<file path="src/rtl/v_widen_seq_pkg.sv">
// Shared vALU sequencer types: SEW codes, sequencer state encoding and the held beat layout.
// Imported by the widening sequencer and its neighbours.
package v_widen_seq_pkg;

  localparam int VALU_DATA_W = 64;
  localparam int VALU_SEW_W  = 2;
  localparam int VALU_BE_W   = 8;
  localparam int VALU_ADDR_W = 5;

  localparam logic [VALU_SEW_W-1:0] SEW_8  = 2'b00;
  localparam logic [VALU_SEW_W-1:0] SEW_16 = 2'b01;
  localparam logic [VALU_SEW_W-1:0] SEW_32 = 2'b10;
  localparam logic [VALU_SEW_W-1:0] SEW_64 = 2'b11;

  typedef enum logic [1:0] {
    IDLE  = 2'd0,
    HALF0 = 2'd1,
    HALF1 = 2'd2
  } seq_state_e;

  typedef struct packed {
    logic [VALU_DATA_W-1:0] vec0;
    logic [VALU_DATA_W-1:0] vec1;
    logic [VALU_SEW_W-1:0]  sew;
    logic [VALU_BE_W-1:0]   be;
    logic                   sgn;
    logic                   widen;
    logic [VALU_ADDR_W-1:0] addr;
  } beat_t;

  // 64-bit elements have nowhere wider to go, so a widen request at SEW_64 is not honoured.
  function automatic logic widen_legal(input logic widen, input logic [VALU_SEW_W-1:0] sew);
    return widen & (sew != SEW_64);
  endfunction

endpackage

</file>
<file path="src/rtl/v_widen_seq.sv">
// Splits each accepted source beat into one (plain) or two (widen: low then high half) beats for the widener.
// Output is registered; a new beat is accepted in the same cycle the final turn of the previous one is taken.
module v_widen_seq
  import v_widen_seq_pkg::*;
#(
  parameter int REQ_DATA_WIDTH    = VALU_DATA_W,
  parameter int SEW_WIDTH         = VALU_SEW_W,
  parameter int REQ_BYTE_EN_WIDTH = VALU_BE_W,
  parameter int ADDR_WIDTH        = VALU_ADDR_W
) (
  input  logic                         clk,
  input  logic                         rst,
  input  logic                         in_valid,
  output logic                         in_ready,
  input  logic [REQ_DATA_WIDTH-1:0]    in_vec0,
  input  logic [REQ_DATA_WIDTH-1:0]    in_vec1,
  input  logic [SEW_WIDTH-1:0]         in_sew,
  input  logic [REQ_BYTE_EN_WIDTH-1:0] in_be,
  input  logic                         in_signed,
  input  logic                         in_widen,
  input  logic [ADDR_WIDTH-1:0]        in_addr,
  output logic                         out_valid,
  input  logic                         out_ready,
  output logic [REQ_DATA_WIDTH-1:0]    out_vec0,
  output logic [REQ_DATA_WIDTH-1:0]    out_vec1,
  output logic [SEW_WIDTH-1:0]         out_sew,
  output logic [REQ_BYTE_EN_WIDTH-1:0] out_be,
  output logic                         out_signed,
  output logic                         out_widen,
  output logic                         out_turn,
  output logic                         out_last,
  output logic [ADDR_WIDTH-1:0]        out_addr,
  output logic                         out_err
);

  seq_state_e state_q, state_d;
  beat_t      beat_q, beat_d;
  logic       valid_q, valid_d;
  logic       turn_q, turn_d;
  logic       last_q, last_d;
  logic       err_q, err_d;

  logic fire;
  logic complete;
  logic accept;

  always_comb begin
    state_d = state_q;
    beat_d  = beat_q;
    valid_d = valid_q;
    turn_d  = turn_q;
    last_d  = last_q;
    err_d   = err_q;

    fire     = valid_q & out_ready;
    complete = fire & last_q;
    in_ready = ~rst & ((state_q == IDLE) | complete);
    accept   = in_valid & in_ready;

    case (state_q)
      HALF0: begin
        if (fire && !last_q) begin
          state_d     = HALF1;
          turn_d      = 1'b1;
          last_d      = 1'b1;
          beat_d.addr = beat_q.addr + 1'b1;
        end else if (complete) begin
          state_d = IDLE;
          valid_d = 1'b0;
          turn_d  = 1'b0;
          last_d  = 1'b0;
        end
      end
      HALF1: begin
        if (complete) begin
          state_d = IDLE;
          valid_d = 1'b0;
          turn_d  = 1'b0;
          last_d  = 1'b0;
        end
      end
      default: ;
    endcase

    // A load overrides the completion above so back-to-back beats never see a bubble.
    if (accept) begin
      state_d      = HALF0;
      valid_d      = 1'b1;
      turn_d       = 1'b0;
      beat_d.vec0  = in_vec0;
      beat_d.vec1  = in_vec1;
      beat_d.sew   = in_sew;
      beat_d.be    = in_be;
      beat_d.sgn   = in_signed;
      beat_d.widen = widen_legal(in_widen, in_sew);
      beat_d.addr  = in_addr;
      last_d       = ~widen_legal(in_widen, in_sew);
      if (in_widen && in_sew == SEW_64) begin
        err_d = 1'b1;
      end
    end
  end

  always_ff @(posedge clk) begin
    if (rst) begin
      state_q <= IDLE;
      beat_q  <= '0;
      valid_q <= 1'b0;
      turn_q  <= 1'b0;
      last_q  <= 1'b0;
      err_q   <= 1'b0;
    end else begin
      state_q <= state_d;
      beat_q  <= beat_d;
      valid_q <= valid_d;
      turn_q  <= turn_d;
      last_q  <= last_d;
      err_q   <= err_d;
    end
  end

  assign out_valid  = valid_q;
  assign out_vec0   = beat_q.vec0;
  assign out_vec1   = beat_q.vec1;
  assign out_sew    = beat_q.sew;
  assign out_be     = beat_q.be;
  assign out_signed = beat_q.sgn;
  assign out_widen  = beat_q.widen;
  assign out_turn   = turn_q;
  assign out_last   = last_q;
  assign out_addr   = beat_q.addr;
  assign out_err    = err_q;

endmodule

</file>
<file path="config.mk">
export PLATFORM = sky130hd
export DESIGN_NAME = v_widen_seq
export DESIGN_NICKNAME = d
export VERILOG_FILES = /design/src/rtl/v_widen_seq_pkg.sv /design/src/rtl/v_widen_seq.sv
export SDC_FILE = /design/constraint.sdc
export NUM_CORES = 1
export LEC_CHECK = 0
export BUFFER_PORTS_ARGS = -buffer_cell sky130_fd_sc_hd__buf_2
export CAP_MARGIN = 10
export CORE_AREA = 2 2 116 118
export CTS_BUF_LIST = sky130_fd_sc_hd__clkbuf_16
export DETAILED_ROUTE_END_ITERATION = 6
export DIE_AREA = 0 0 118 120
export PLACE_DENSITY = 0.83
export SYNTH_ARGS = -nofsm -noshare
export SYNTH_HDL_FRONTEND = slang
export SYNTH_SLANG_ARGS = --single-unit
</file>
<file path="constraint.sdc">
create_clock -name clk -period 3.1 [get_ports clk]
set_input_delay 0.155 -clock clk [delete_from_list [all_inputs] [get_ports clk]]
set_output_delay 0.155 -clock clk [all_outputs]
set_load 0.1 [all_outputs]
</file>
==> impl_metrics.tcl <==
set metrics [dict create \
    fp-row-count 42 \
    start_util_pct 48.6 \
    vias 5694 \
    drive_above_1_share_pct 48.8 \
    relSlewSlack_pct 45.3 \
    avgSynthCellArea_sq_um 11.9 \
    groute.usage.overall_pct 28.7 \
    die-area_sq_um 14200 \
    synth_area_sq_um 6310 \
    insertion_delay_ns 0.41 \
    yosys_warnings 0 \
    cap_violations 0 \
    peakVddDrop_v 0.000396 \
    wirelength_mm 20.6 \
    worstHoldStart "in_vec0[47]" \
    cts_buffers 17 \
    wire_per_inst_um 17.9 \
    critPathRequiredTime_ns 3.39 \
    synth_mux_area_share_pct 27.6 \
    antenna_found_initial 0 \
    dp_hpwl_mm 10.7 \
    synth_compound_area_share_pct 2.66 \
    ys.flop_type "dfxtp_1" \
    rsz0062_at_grt "false" \
    fin_crit_ns 2.35 \
    fin_crit_sh_pct 75.7 \
    fin_skew_ns 0.00935 \
    p_leak_nw 4.98 \
    drc 0 \
    yosys.area_share.simple_pct 16.6 \
    synth-edff-count 0 \
    initialDrtViolationCount 349 \
    synth.ff_latch_count 151 \
    powerDensity_nw_per_um2 681 \
    crit_fanout 53 \
    grt_pass1_vias 6104 \
    areaGrowthSynthToFinish_pct 57.0 \
    startpoint "out_valid" \
    worstMarginPinSlew_ns 0.820 \
    syn_inst 529 \
    met3_length_mm 1.37 \
    reg2regPathDepth 8 \
    power_mw 6.75 \
    drv_slew 0 \
    htree_levels 4 \
    min_path_cells 2 \
    setup_viol 0 \
    status "complete, no violations" \
    grt.overflow.total 0 \
    synth_top_family_by_area "multiplexers" \
    port-buffer-count 298 \
    finish.net_count 1118 \
    cts_buffer_depth 2 \
    cts.sinks 151 \
    max_freq_mhz 426 \
    num_antenna_cells 0 \
    crit_arrival_ns 2.64 \
    hold_class "input pin to register" \
    cp-end-kind "register" \
    gp_congestion 0.784 \
    finalHoldViolations 0 \
    finalSetupTns_ns 0 \
    clockRootBuffer "clkbuf_16" \
    vias_per_cell 4.95 \
    wl_met1_mm 7.85 \
    cts_tree "done" \
    synthAdderAreaFrac_pct 1.39 \
    routed.top_layer "met4" \
    io_pins 299 \
    die_w_um 118 \
    firstDrtPassIters 4 \
    r2r-start "out_valid" \
    async_flop_share_pct 0 \
    core_sq_um 13000 \
    synth_fp_nets 685 \
    clk_pin_slew_ns 0.06 \
    dieHeight_um 120 \
    cts_setup_buffers 0 \
    crit_path_start_kind "register" \
    yosysSeqAreaShare_pct 47.9 \
    synth_xor_area_share_pct 0.278 \
    ys_types 33 \
    drtAntennaViolNets 0 \
    grt_pass1_wl_mm 32.0 \
    grt_max_degree 80 \
    path_class "register to register" \
    wl_met2_mm 10.6 \
    fin_util_pct 76.3 \
]
worst max-delay path, stage by stage (launching register included):
cell and delay [ns]:
dfxtp_1 0.33, nand2_1 0.08, inv_1 0.08, ha_1 0.24
o21bai_4 0.27, inv_4 0.10, nand2_8 0.40, buf_12 0.29
mux2_2 0.39
what timing repair did:
item,in CTS,in global routing
hold buffers,138,0
resized for setup,0,0
endpoints found under the setup margin,0,0
endpoints found under the hold margin,138,0
stage by stage:
| stage | area, sq um | setup WS [ns] | hold slack [ns] | std cells |
|---|---|---|---|---|
| 2_1_floorplan | 6310 | 0.387 | 0.285 | 529 |
| 3_3_place_gp | 7920 | 0.839 | 0.380 | 981 |
| 3_5_place_dp | 7920 | 0.796 | 0.384 | 981 |
| 4_1_cts | 9910 | 0.781 | 0.000896 | 1150 |
| 5_1_grt | 9910 | 0.598 | 0.0248 | 1150 |
| 6_report | 9910 | 0.753 | 0.0449 | 1150 |
path summary, 6_finish.rpt:
kind         slack (ns)           end
min reg2reg        0.47    out_sew[0]
max                0.75     out_be[0]
max reg2reg        0.75     out_be[0]
min                0.04  out_vec0[47]
flip-flops by register name, summed over array words and instances (netlist names), named ones only:
name and flops:
state_q 1, out_sew 2, out_signed 1, out_err 1, out_addr 5, out_vec0 64, out_widen 1, out_valid 1
out_vec1 64, out_last 1, out_be 8
where the power goes:
group	switching, mW	internal, mW
clock network	0.816	1.34
logic	1.75	0.608
registers	0.102	2.13
cell type report:
cell class	count	area, sq um
Inverter	6	25.0
Clock buffer	17	425
Multi-Input combinational cell	341	3070
Timing Repair Buffer	445	2960
Tap cell	176	220
Clock inverter	14	186
Sequential cell	151	3020
Fill cell	753	3070
layout by cell type, fill, tap and decap left out, drive strengths merged, types with 2 or more instances in the layout:
cell         count
buf            307
dfxtp          151
dlygate4sd3    138
mux2           137
nor2b          126
clkbuf          17
and2b           11
o21ai            8
nand2            8
inv              8
ha               7
nand3            6
clkinv           6
nor3             5
nor2             4
bufinv           4
nand2b           3
or3              3
a311oi           3
a31oi            3
xor2             2
a211oi           2
a21boi           2
nor4             2
o31ai            2
a21oi            2
clkinvlp         2
logic make-up after synthesis:
logic type | after synthesis
xor gates and xnor gates | 2
muxes | 137
and+or+nand+nor | 171
DFF | 151
AOI/OAI and AO/OA | 24
adders and majority gates | 7
buffers and inverters | 37
routing by layer:
metal  global-route usage (%)  up-vias
li1                         -     2644
met1                     31.0     2702
met2                     52.4      285
met3                     7.32       63
met4                     13.9        0
met5                        0        -
cell usage after synthesis (all sizes together), types with 3 or more instances:
library cell | n | area, sq um
dfxtp | 151 | 3020
buf | 16 | 143
and2b | 11 | 82.6
ha | 7 | 87.6
nand2b | 3 | 18.8
nand2 | 8 | 37.5
a311oi | 3 | 26.3
nor3 | 5 | 25.0
or3 | 3 | 18.8
a31oi | 3 | 18.8
nor2b | 126 | 788
nor2 | 4 | 15.0
inv | 6 | 25.0
mux2 | 137 | 1740
o21ai | 8 | 40.0
nand3 | 6 | 30.0
clkbuf | 15 | 56.3
Note: power is estimated with default switching activity, not from simulation.
